### src/rtl/acumulador_sumas_pkg.sv
// Shared definitions for the selective-adder result stage: FSM states and
// default widths common with the upstream adder.
package acumulador_sumas_pkg;

  typedef enum logic {
    ST_ACCUM = 1'b0,
    ST_HOLD  = 1'b1
  } state_t;

  localparam int unsigned NB_DATA_DEF   = 4;
  localparam int unsigned NB_ACC_DEF    = 7;
  localparam int unsigned N_SAMPLES_DEF = 8;
  localparam int unsigned NB_COUNT_DEF  = 3;

endpackage

### src/rtl/acumulador_sumas_sumador_saturado.sv
// Combinational saturating adder: acc + unsigned input, clamped to all ones.
module sumador_saturado
  import acumulador_sumas_pkg::*;
#(
  parameter int unsigned NB_IN  = NB_DATA_DEF,
  parameter int unsigned NB_ACC = NB_ACC_DEF
) (
  input  logic [NB_ACC-1:0] i_acc,
  input  logic [NB_IN-1:0]  i_in,
  output logic [NB_ACC-1:0] o_sum,
  output logic              o_sat
);

  logic [NB_ACC:0] wide;

  always_comb begin
    wide  = {1'b0, i_acc} + {{(NB_ACC + 1 - NB_IN){1'b0}}, i_in};
    o_sat = wide[NB_ACC];
    o_sum = wide[NB_ACC] ? '1 : wide[NB_ACC-1:0];
  end

endmodule

### src/rtl/acumulador_sumas.sv
// Frame accumulator: sums N_SAMPLES incoming values with saturation, tracks
// the frame maximum and holds the result until the consumer takes it.
module acumulador_sumas
  import acumulador_sumas_pkg::*;
#(
  parameter int unsigned NB_DATA   = NB_DATA_DEF,
  parameter int unsigned N_SAMPLES = N_SAMPLES_DEF,
  parameter int unsigned NB_COUNT  = NB_COUNT_DEF,
  parameter int unsigned NB_ACC    = NB_ACC_DEF
) (
  input  logic               clock,
  input  logic               i_rst_n,
  input  logic [NB_DATA-1:0] i_suma,
  input  logic               i_valid,
  output logic               o_ready,
  input  logic               i_clear,
  output logic [NB_ACC-1:0]  o_acc,
  output logic [NB_DATA-1:0] o_max,
  output logic               o_sat,
  output logic               o_valid,
  input  logic               i_ready
);

  state_t              state_q, state_d;
  logic [NB_COUNT-1:0] count_q, count_d;
  logic [NB_ACC-1:0]   acc_q, acc_d;
  logic [NB_DATA-1:0]  max_q, max_d;
  logic                sat_q, sat_d;

  logic [NB_ACC-1:0]   sum;
  logic                sum_sat;

  sumador_saturado #(
    .NB_IN  (NB_DATA),
    .NB_ACC (NB_ACC)
  ) u_sumador (
    .i_acc (acc_q),
    .i_in  (i_suma),
    .o_sum (sum),
    .o_sat (sum_sat)
  );

  // Clear outranks both the sample accept and the output handshake.
  always_comb begin
    state_d = state_q;
    count_d = count_q;
    acc_d   = acc_q;
    max_d   = max_q;
    sat_d   = sat_q;
    if (i_clear) begin
      state_d = ST_ACCUM;
      count_d = '0;
      acc_d   = '0;
      max_d   = '0;
      sat_d   = 1'b0;
    end else begin
      case (state_q)
        ST_ACCUM: begin
          if (i_valid) begin
            acc_d = sum;
            max_d = (i_suma > max_q) ? i_suma : max_q;
            sat_d = sat_q | sum_sat;
            if (count_q == NB_COUNT'(N_SAMPLES - 1)) begin
              count_d = '0;
              state_d = ST_HOLD;
            end else begin
              count_d = count_q + NB_COUNT'(1);
            end
          end
        end
        ST_HOLD: begin
          if (i_ready) begin
            state_d = ST_ACCUM;
            acc_d   = '0;
            max_d   = '0;
            sat_d   = 1'b0;
          end
        end
        default: state_d = ST_ACCUM;
      endcase
    end
  end

  always_ff @(posedge clock or negedge i_rst_n) begin
    if (!i_rst_n) begin
      state_q <= ST_ACCUM;
      count_q <= '0;
      acc_q   <= '0;
      max_q   <= '0;
      sat_q   <= 1'b0;
    end else begin
      state_q <= state_d;
      count_q <= count_d;
      acc_q   <= acc_d;
      max_q   <= max_d;
      sat_q   <= sat_d;
    end
  end

  assign o_ready = (state_q == ST_ACCUM);
  assign o_valid = (state_q == ST_HOLD);
  assign o_acc   = acc_q;
  assign o_max   = max_q;
  assign o_sat   = sat_q;

endmodule

### config.mk
export PLATFORM = sky130hd
export DESIGN_NAME = acumulador_sumas
export DESIGN_NICKNAME = d
export VERILOG_FILES = /design/src/rtl/acumulador_sumas_pkg.sv /design/src/rtl/acumulador_sumas_sumador_saturado.sv /design/src/rtl/acumulador_sumas.sv
export SDC_FILE = /design/constraint.sdc
export NUM_CORES = 1
export LEC_CHECK = 0
export ABC_AREA = 1
export CAP_MARGIN = 40
export CORE_UTILIZATION = 30
export CTS_CLUSTER_DIAMETER = 200
export DETAILED_ROUTE_END_ITERATION = 10
export DONT_BUFFER_PORTS = 1
export HOLD_SLACK_MARGIN = 0.06
export PLACE_DENSITY_LB_ADDON = 0.08
export SLEW_MARGIN = 20
export SYNTH_ARGS = -nofsm -noshare
export SYNTH_HDL_FRONTEND = slang
export SYNTH_SLANG_ARGS = --single-unit
### constraint.sdc
create_clock -name clock -period 1.8 [get_ports clock]
set_input_delay 0.18 -clock clock [delete_from_list [all_inputs] [get_ports clock]]
set_output_delay 0.18 -clock clock [all_outputs]
set_load 0.03 [all_outputs]
== After elaboration in Yosys (flattened, before gate mapping) ==
Index checks and enable logic that the tools add are counted.
Storage, ports and cells
  register bits: 16
  input port bits: 9
  output and inout port bits: 14
  logic and storage cells: 42
Operators by class
  add/sub/neg operators: 2
  $lt $le $gt $ge: 1
  equality and inequality tests: 5
  mux-type cells: 23
  bitwise operators: 2
  reduce and logical (&&, ||, !) cells: 4
Operators by type and width (number)
  7-bit 2-to-1 mux: 4
  4-bit 2-to-1 mux: 4
  7-bit case mux with 2 select lines: 1
  3-bit 2-to-1 mux: 4
  7-bit by 4-bit adder with 8-bit output: 1
  4-bit case mux with 2 select lines: 1
  1-bit 2-to-1 mux: 7
  4-bit greater-than comparator: 1
  1-bit case mux with 2 select lines: 2
  2-bit AND reduction: 2
  3-bit by 1-bit adder with 3-bit output, second input constant: 1
  3-bit == test, second input constant: 1
  3-bit by 1-bit != test with 1-bit output, second input constant: 1
  3-bit by 2-bit != test with 1-bit output, second input constant: 1
  3-bit != test, second input constant: 1
  3-bit AND reduction: 1
  2-bit != test, second input constant: 1
  2-bit nonzero test: 1
  1-bit NOT: 1
  1-bit OR: 1

== Logic depth before layout (Yosys ltp) ==
Gate-level depths: netlist of run 1.
  depth in word-level cells: 5
  mapped depth: 9
  gate-level depth less buffers: 9

== Cells and area by module ==
From an unflattened synthesis of run 1, not the netlist that was laid out.
Unflattened totals
  cell total of the unflattened synthesis: 157
  area total of the unflattened synthesis: 1127.3 µm²
Modules (own cells, without submodules)
  acumulador_sumas: instances 1, cells an instance 99, area an instance 832.0 µm², seq. area each 400.4 µm²
  sumador_saturado: instances 1, cells an instance 58, area an instance 295.3 µm², seq. area each 0.0 µm²

== Worst setup path before layout of run 1 ==
OpenSTA, ideal clock, no wires.
  path kind: reg2reg
  from: reg acc_q[0], in the netlist o_acc[0]
  to: reg acc_q[6], in the netlist o_acc[6]
  setup time: 0.121 ns
  arrival: 1.610 ns
  required time: 1.679 ns
  path slack: 0.069 ns
  cell stages (with the launch flop): 9
  path buffers: 0
  cell sequence: dfrtp_1 ha_1 fa_1 nand3_1 nand3_1 nand3_1 nand2_1 o21bai_1 nand2_1
Between the ends
  longest elaborated chain between the ends: 5
RTL lines
  start: declaration: RTL line acumulador_sumas.sv:26  | logic [NB_ACC-1:0] acc_q, acc_d;
  start signal: assignment: RTL line acumulador_sumas.sv:88  | acc_q <= '0;
  start signal: assignment: RTL line acumulador_sumas.sv:94  | acc_q <= acc_d;
  7-bit by 4-bit adder with 8-bit output: RTL line acumulador_sumas_sumador_saturado.sv:17  | wide = {1'b0, i_acc} + {{(NB_ACC + 1 - NB_IN){1'b0}}, i_in};
  7-bit 2-to-1 mux: RTL line acumulador_sumas_sumador_saturado.sv:19  | o_sum = wide[NB_ACC] ? '1 : wide[NB_ACC-1:0];
  7-bit 2-to-1 mux: RTL line acumulador_sumas.sv:59  | if (i_valid) begin
  7-bit case mux with 2 select lines: RTL line acumulador_sumas.sv:57  | case (state_q)
  7-bit 2-to-1 mux: RTL line acumulador_sumas.sv:50  | if (i_clear) begin
Every way passes these cells. The select of a mux whose other input is x is not followed.
A chain may end at the register's enable or synchronous reset.

== Final worst setup path of run 1 ==
Ends and elaborated chain as after synthesis.

==> metrics, run 1 <==
status=completed; switch share=0.348; DIE AREA=0.00386 sq mm; Slew Viols, Final=0; Worst EP arrival=1.78 ns; power per cell area=710 mW/mm^2; drt drc=0; post-synthesis cell count=135; # Post-CTS Setup Buffers=0; IO Port Bufs=0; WL final=2570 um; Syn. warnings=0; placed instance area=0.00120 sq mm; Synth area leaders=dfrtp_1 37%, nand2_1 15%, ha_1 12%, nand3_1 5.5%, inv_1 5.5%; highest metal used=met4; vias=914; Mean Syn Cell Area=8.03 sq um; register area=400 sq um; worst r2r src=o_acc[0]$_DFFE_PN0P_; max-cap violations=0; DRT iter0 DRCs=37; CTS tree=done; Leak Pwr=0.727 nW; Critical Path End Type=flop; share of layout cells above drive strength 1=0.169; Clock transition at path regs=0.12 ns; critical path class=flop to flop; FF-to-FF End=o_acc[6]$_DFFE_PN0P_; Max Freq=0.633 GHz; share of power burned in the clock network=0.274; Netlist Area Pre-Place=0.00108 sq mm; first-pass GRT wire length=4340 um; met3 wire length=76 um; most frequent cells in the layout=44 x nand2_1, 16 x inv_1, 16 x dfrtp_1, 12 x nand3_1, 10 x ha_1; Synth area leader=dfrtp_1; HP Class=input pin to flop; # setup viols final=0; crit path max fanout=3; largest net degree at the start of global routing=17; CTS Sinks=16; Clock Latency Late Sink=0.30 ns; Final Skew=0.0106 ns; final worst-path cycle share=0.878; Worst Setup Start Kind=flop; cell area after layout=0.00132 sq mm; hpwl dp=1900 um; area of the multi-input gates=613 sq um; setup slack, reg-to-reg=0.22 ns; Slew Limit Headroom=0.680; reg2reg path depth=8; final net count=175; Power Internal=0.000609 W; M1 wire length=1300 um; Final ANT Viol Nets=0; post-synth top area share=0.370; # H-tree levels=1; Synthesized Nets=155; Die Ht=62.1 um; wire length on met2=1180 um; final setup TNS=0 ns; Worst EP required=2.00 ns; FILL cells=359; crit path to=o_acc[6]$_DFFE_PN0P_; sequential power share=0.444; Seq cells post-synth=16; DRT Pass-1 Iters=3; slew at the pin closest to its max-slew limit=0.479 ns; most common cell after layout, fill and taps aside=nand2_1; Ports=23; initial antenna violation count=0; unrepaired setup endpoints after global routing=no; post-synth cell types=25; WL/cell=12.8 um; clock tree buffer depth=2; clk root buf=clkbuf_4; Final Hold Vio Count=0; Layout Area Growth over Synthesis=21.4%; vias in the first global route=917; CTS buffer count=3; FP Rows=21; switching power=0.000325 W; Via density=4.57; Antenna diodes=0; chip width=62.1 um; VDD IR max=0.198 mV; start point of the critical path=o_acc[0]$_DFFE_PN0P_; initial cell density of the core=0.320; Core ar.=0.00339 sq mm; GP Congestion=0.698; Tmin final=1.58 ns; Comb power frac=0.282; sequential cell area fraction in the yosys report=0.370; global-route usage over all layers=0.142; GRT overflow=0
[layout make-up]
type / count / share of cell area
inverter: 18 / 0.0552
multi-input combinational: 101 / 0.466
sequential: 16 / 0.304
tap: 46 / 0.0438
timing repair buffer: 15 / 0.103
clock buffer: 4 / 0.0276
[layer usage]
| layer | up-vias | track usage |
|---|---|---|
| li1 | 476 | - |
| met1 | 424 | 0.189 |
| met2 | 12 | 0.234 |
| met3 | 2 | 0.0239 |
| met4 | 0 | 0.0465 |
| met5 | - | 0 |
[synthesized netlist by cell type]
library cell and n:
nand2_1 44, dfrtp_1 16, inv_1 16, nand3_1 12, ha_1 10, nor2_1 6, o21ai_0 5, a21oi_1 4
nand2_2 3, a22o_1 2, nand2_4 2, nor2_4 2, a21oi_2 1, a31oi_1 1, clkinv_4 1, fa_1 1
inv_2 1, nand4_1 1, nor2_8 1, nor3_1 1, o21ai_1 1, o21ai_4 1, o21bai_1 1, o31ai_1 1
xor2_1 1
[power groups by stage]
stage	Sequential (W)	Combinational (W)	Clock, W
finish	0.000415	0.000263	0.000256
global route	0.000419	0.000296	0.000279
CTS	0.000415	0.000263	0.000273
detailed placement	0.000422	0.000242	0
global placement	0.000421	0.000238	0
floorplan	0.000455	0.000144	0
[registers in the layout, indices dropped and copies added (netlist names)]
signal / flops
o_acc: 7
o_max: 4
count_q: 3
o_sat: 1
o_valid: 1
[repair_timing]
item	4_1_cts	5_1_grt
setup endpoints to repair	0	1
hold buffers	6	0
endpoints found under the hold margin	21	0
resized for setup	0	1
[metrics by stage]
stage          power [W]  instances  worst slack [ns]  hold slack, ns  utilization
2_1_floorplan   0.000600        135            0.0685          -0.116            -
3_5_place_dp    0.000664        189             0.145          -0.115        0.354
5_1_grt         0.000993        200            0.0185          0.0794        0.388
3_3_place_gp    0.000659        189             0.186          -0.115        0.354
6_report        0.000934        200             0.220          0.0962        0.388
4_1_cts         0.000950        199             0.135          0.0683        0.383
[critical path: stages, from the launching register on]
cell	delay [ns]
dfrtp_1	0.40
ha_1	0.21
fa_2	0.37
nand3_1	0.11
nand3_1	0.10
nand3_1	0.08
nand2_1	0.05
o21bai_1	0.11
nand2_1	0.06
[kinds of logic (layout without fill, tap and decap cells)]
| kind of cell | Yosys count | in the layout | synth area share |
|---|---|---|---|
| and+or+nand+nor | 72 | 72 | 0.316 |
| buffers and inverters | 18 | 37 | 0.0670 |
| AOI/OAI and AO/OA | 17 | 17 | 0.105 |
| DFF | 16 | 16 | 0.370 |
| adders and majority gates | 11 | 11 | 0.134 |
| xor gates and xnor gates | 1 | 1 | 0.00808 |
[worst min path at each step]
stage | slack [ns] | start | end | cells past startpoint
floorplan | -0.12 | i_rst_n | count_q[0]$_DFFE_PN0P_ | 0
global placement | -0.12 | i_rst_n | o_acc[2]$_DFFE_PN0P_ | 0
detailed placement | -0.12 | i_rst_n | o_acc[2]$_DFFE_PN0P_ | 0
CTS | 0.07 | i_valid | o_valid$_DFF_PN0_ | 2
global route | 0.08 | i_valid | o_valid$_DFF_PN0_ | 2
finish | 0.1 | i_ready | o_valid$_DFF_PN0_ | 3
Note: power is estimated with default switching activity, not from simulation.
==> inputs of run 2 (changes only) <==
--- a/config.mk
+++ b/config.mk
@@ -13,7 +13,6 @@
 export DONT_BUFFER_PORTS = 1
 export HOLD_SLACK_MARGIN = 0.06
 export PLACE_DENSITY_LB_ADDON = 0.08
-export SLEW_MARGIN = 20
 export SYNTH_ARGS = -nofsm -noshare
 export SYNTH_HDL_FRONTEND = slang
 export SYNTH_SLANG_ARGS = --single-unit
==> constraint.sdc (replaced) <==
create_clock -name clock -period 1.3 [get_ports clock]
set_input_delay 0.13 -clock clock [delete_from_list [all_inputs] [get_ports clock]]
set_output_delay 0.13 -clock clock [all_outputs]
set_load 0.03 [all_outputs]
==> run 2 against run 1 <==
- the flow now finishes with violations (setup timing)
- maximum frequency grew 3.5%
- routed wire length grew 8.6%
- final cell count grew 6.5%
- core utilization grew 7.0 points
- worst setup slack lost 0.45 ns
- global-route usage grew 1.8 points
- sequential power grew 37%
- clock-buffer cell count is the same
- sequential share of layout area shrank 3.9 points
- largest cell class unchanged
==> metrics, run 2 (synthesis gave the netlist of run 1 again) <==
share of layout cells above drive strength 1=0.401; unrepaired setup endpoints after global routing=yes; slew at the pin closest to its max-slew limit=0.788 ns; CP peak stage delay=0.44 ns; area of the multi-input gates=743 sq um; initial cell density of the core=0.320; Max Freq=0.655 GHz; cell area after layout=0.00155 sq mm; # Post-CTS Setup Buffers=0; critical path's slowest cell=dfrtp_2; final net count=188; HP Class=input pin to flop; hpwl dp=2170 um; global-route usage over all layers=0.160; max reg flops=7; Clock Latency Late Sink=0.29 ns; Critical Path End Type=flop; clk root buf=clkbuf_4; largest net degree at the start of global routing=17; CP Cell Sequence=ha_4 -> fa_2 -> nand3_2 -> nand3_2 -> nand3_1 -> nand2_1 -> o21bai_1 -> nand2_1; # H-tree levels=1; FILL cells=348; Ports=23; Overall Power=0.00142 W; CTS buffer count=3; GP Congestion=0.735; Final Skew=0.00231 ns; most frequent cells in the layout=40 x nand2_1, 20 x buf_4, 13 x inv_1, 10 x nand3_1, 9 x dfrtp_2; Via density=4.74; Leak Pwr=0.791 nW; Die Ht=62.1 um; Worst Setup Start Kind=flop; CTS Sinks=16; Final ANT Viol Nets=0; DIE AREA=0.00386 sq mm; Clock transition at path regs=0.11 ns; critical path class=flop to flop; FP Rows=21; power per cell area=913 mW/mm^2; Post-Route Utilization=0.458; initial antenna violation count=0; chip width=62.1 um; most common cell after layout, fill and taps aside=nand2_1; vias=1009; Layout Area Growth over Synthesis=43.2%; Core ar.=0.00339 sq mm; WL final=2790 um; violated checks=setup timing; IO Port Bufs=0; Tmin final=1.53 ns; VDD IR max=0.421 mV; placed instance area=0.00142 sq mm; clock tree buffer depth=2; max-cap violations=0; CTS tree=done; Worst EP arrival=1.71 ns; # setup viols final=12; first-pass GRT wire length=4910 um; Slew Viols, Final=0; drt drc=0; WL/cell=13.1 um; crit path max fanout=3; Final Hold Vio Count=0; fin worst setup slack=-0.227 ns; status=complete, but fails checks; vias in the first global route=1092; register area=412 sq um; final worst-path cycle share=1.17; Slew Limit Headroom=0.473; DRT Pass-1 Iters=4; Antenna diodes=0; GRT overflow=0; Worst EP required=1.49 ns; DRT iter0 DRCs=24
-- run 2: worst paths after layout --
kind / startpoint / slack (ns) / to / depth (start not counted)
worst max-delay path: o_acc[0]$_DFFE_PN0P_ / -0.23 / o_acc[6]$_DFFE_PN0P_ / 8
worst min-delay path: i_suma[0] / 0.07 / o_acc[0]$_DFFE_PN0P_ / 3
worst max register to register: o_acc[0]$_DFFE_PN0P_ / -0.23 / o_acc[6]$_DFFE_PN0P_ / 8
worst min register to register: count_q[0]$_DFFE_PN0P_ / 0.51 / count_q[0]$_DFFE_PN0P_ / 1
max in group asynchronous: i_rst_n / 0.41 / o_acc[1]$_DFFE_PN0P_ / 1
min in group asynchronous: i_rst_n / 0.35 / o_acc[3]$_DFFE_PN0P_ / 1
-- run 2: final cells by class --
class                           count  share of cell area
Clock buffer                        4              0.0234
Inverter                           18              0.0468
Multi-Input combinational cell    101               0.479
Sequential cell                    16               0.265
Tap cell                           46              0.0371
Timing Repair Buffer               28               0.148
-- run 2: stage by stage --
step,TNS (ns),cells,hold slack (ns),setup WS [ns]
after floorplan,-1.32,135,-0.166,-0.261
after global placement,-0.961,201,-0.165,-0.200
after detailed placement,-1.17,201,-0.165,-0.205
after CTS,-1.26,212,-0.0753,-0.232
after global routing,-2.13,213,0.0842,-0.285
final,-1.00,213,0.0699,-0.227
-- run 2: power breakdown --
group | internal, W | leakage [nW] | total, W | switching [W]
clock | 0.000170 | 0.0210 | 0.000347 | 0.000176
sequential | 0.000537 | 0.203 | 0.000568 | 0.0000310
combinational | 0.000217 | 0.567 | 0.000501 | 0.000284
-- run 2: layer usage --
layer | vias up | GRT usage | share of wire
met1 | 476 | 0.205 | 0.45
li1 | 506 | - | -
met3 | 2 | 0.0276 | 0.043
met5 | - | 0 | 0
met2 | 25 | 0.273 | 0.50
met4 | 0 | 0.0523 | 0.0075
-- run 2: what timing repair did --
action                     in CTS  in global routing
setup endpoints to repair      12                 12
resized for setup               2                  6
cloned                          0                  0
hold endpoints to repair       23                  1
pin swaps                       4                  3
hold buffers                    7                  1
-- run 2: worst max-delay path, delay by kind of cell (launching register included) --
kind                     cells  cell delay, ns
flip-flops                   1            0.44
adder cells (fa/ha/maj)      2            0.53
AO/OA/AOI/OAI                1            0.11
AND/OR/NAND/NOR              5            0.35
==> inputs of run 3 (changes only) <==
--- a/config.mk
+++ b/config.mk
@@ -12,6 +12,7 @@
 export DETAILED_ROUTE_END_ITERATION = 10
 export DONT_BUFFER_PORTS = 1
 export HOLD_SLACK_MARGIN = 0.06
+export MAX_ROUTING_LAYER = met4
 export PLACE_DENSITY_LB_ADDON = 0.08
 export SYNTH_ARGS = -nofsm -noshare
 export SYNTH_HDL_FRONTEND = slang
==> run 3 against run 2 <==
- the flow still finishes with violations (setup timing)
- die area stayed put
- global-route usage is 0.46 points higher
- clock skew hardly changed
- sequential power about the same
- sequential share of layout area did not move
- combinational power is essentially flat
- critical path depth unchanged
- largest power group unchanged
==> metrics, run 3 (synthesis gave the netlist of run 1 again) <==
status=complete, but fails checks; violated checks=setup timing; met1 track demand over resource=0.207; Final Skew=0.00231 ns; Ports=23; DRT Pass-1 Iters=4; Core ar.=0.00339 sq mm; max reg flops=7; DRT iter0 DRCs=25; Clock transition at path regs=0.11 ns; initial cell density of the core=0.320; # setup viols final=12; max-cap violations=0; Antenna diodes=0; gr busiest metal=met2; VDD IR max=0.421 mV; Clock Latency Late Sink=0.29 ns; clk root buf=clkbuf_4; Critical Path End Type=flop; DIE AREA=0.00386 sq mm; Post-Route Utilization=0.458; vias in the first global route=1087; CTS buffer count=3; HP Class=input pin to flop; Overall Power=0.00142 W; initial antenna violation count=0; vias=1009; placed instance area=0.00142 sq mm; final worst-path cycle share=1.17; largest net degree at the start of global routing=17; # Post-CTS Setup Buffers=0; # H-tree levels=1; start point of the critical path=o_acc[0]$_DFFE_PN0P_; slew at the pin closest to its max-slew limit=0.788 ns; hpwl dp=2170 um; GP Congestion=0.744; worst r2r src=o_acc[0]$_DFFE_PN0P_; most frequent cells in the layout=40 x nand2_1, 20 x buf_4, 13 x inv_1, 10 x nand3_1, 9 x dfrtp_2; unrepaired setup endpoints after global routing=yes; drt drc=0; GRT overflow=0; met3 GRT Util=0.0239; Tmin final=1.53 ns; Slew Limit Headroom=0.473; fin worst setup slack=-0.227 ns; clock tree buffer depth=2; Via density=4.74; reg2reg path depth=8; Layout Area Growth over Synthesis=43.2%; setup slack at placement=-0.205 ns; share of layout cells above drive strength 1=0.401; critical path class=flop to flop; CTS tree=done; IO Port Bufs=0; power per cell area=913 mW/mm^2; Slew Viols, Final=0; met2 global-route usage=0.273; Max Freq=0.655 GHz; crit path to=o_acc[6]$_DFFE_PN0P_; cell area after layout=0.00155 sq mm; CTS Sinks=16; FP Rows=21; crit path max fanout=3; Worst EP required=1.49 ns; FF-to-FF End=o_acc[6]$_DFFE_PN0P_; hold_ws=0.0709 ns; WL/cell=13.1 um; WL final=2790 um; most common cell after layout, fill and taps aside=nand2_1; Leak Pwr=0.791 nW; Final ANT Viol Nets=0; Worst EP arrival=1.71 ns; Die Ht=62.1 um; final net count=188; Final Hold Vio Count=0; first-pass GRT wire length=4910 um; global-route usage over all layers=0.165; setup slack, reg-to-reg=-0.23 ns; Worst Setup Start Kind=flop; chip width=62.1 um
[run 3: cell counts in the layout (fill, tap and decap cells not counted)]
No cell type changed its count.
[run 3: final cells by class]
type                       instances  area [sq um]
fill                             348          1840
multi-input combinational        101           743
sequential                        16           412
timing repair buffer              28           230
inverter                          18          72.6
tap                               46          57.6
clock buffer                       4          36.3
[run 3: metrics by stage]
| step | setup TNS (ns) | cells |
|---|---|---|
| floorplan | -1.32 | 135 |
| detailed placement | -1.17 | 201 |
| CTS | -1.26 | 212 |
| global placement | -0.961 | 201 |
| finish | -1.01 | 213 |
| global route | -2.13 | 213 |
[run 3: worst max-delay path, stage by stage (launching register included)]
cell and delay (ns):
dfrtp_2 0.44, ha_4 0.17, fa_2 0.36, nand3_2 0.10
nand3_2 0.07, nand3_1 0.07, nand2_1 0.05, o21bai_1 0.11
nand2_1 0.06
[run 3: worst min path at each step]
stage	from	end	slack [ns]	depth (start not counted)
after global placement	i_rst_n	o_acc[3]$_DFFE_PN0P_	-0.17	0
after global routing	i_suma[0]	o_acc[0]$_DFFE_PN0P_	0.08	3
after CTS	i_suma[0]	o_max[0]$_DFFE_PN0P_	-0.08	2
after detailed placement	i_rst_n	o_max[3]$_DFFE_PN0P_	-0.17	0
after floorplan	i_rst_n	count_q[0]$_DFFE_PN0P_	-0.17	0
final	i_suma[0]	o_acc[0]$_DFFE_PN0P_	0.07	3
[run 3: repair_timing]
action	in CTS	in global routing
hold buffers	7	1
endpoints found under the hold margin	23	1
setup endpoints to repair	12	12
resized for setup	2	6
pin swaps	4	3
[run 3: layer usage]
layer	vias to the layer above	part of all wire
met5	-	0
li1	506	-
met4	0	0.0075
met2	25	0.50
met1	476	0.46
met3	2	0.038
[run 3: power breakdown]
part           switching (W)  internal, W
Combinational       0.000285     0.000217
Sequential         0.0000310     0.000537
Clock               0.000176     0.000170
Total               0.000492     0.000925
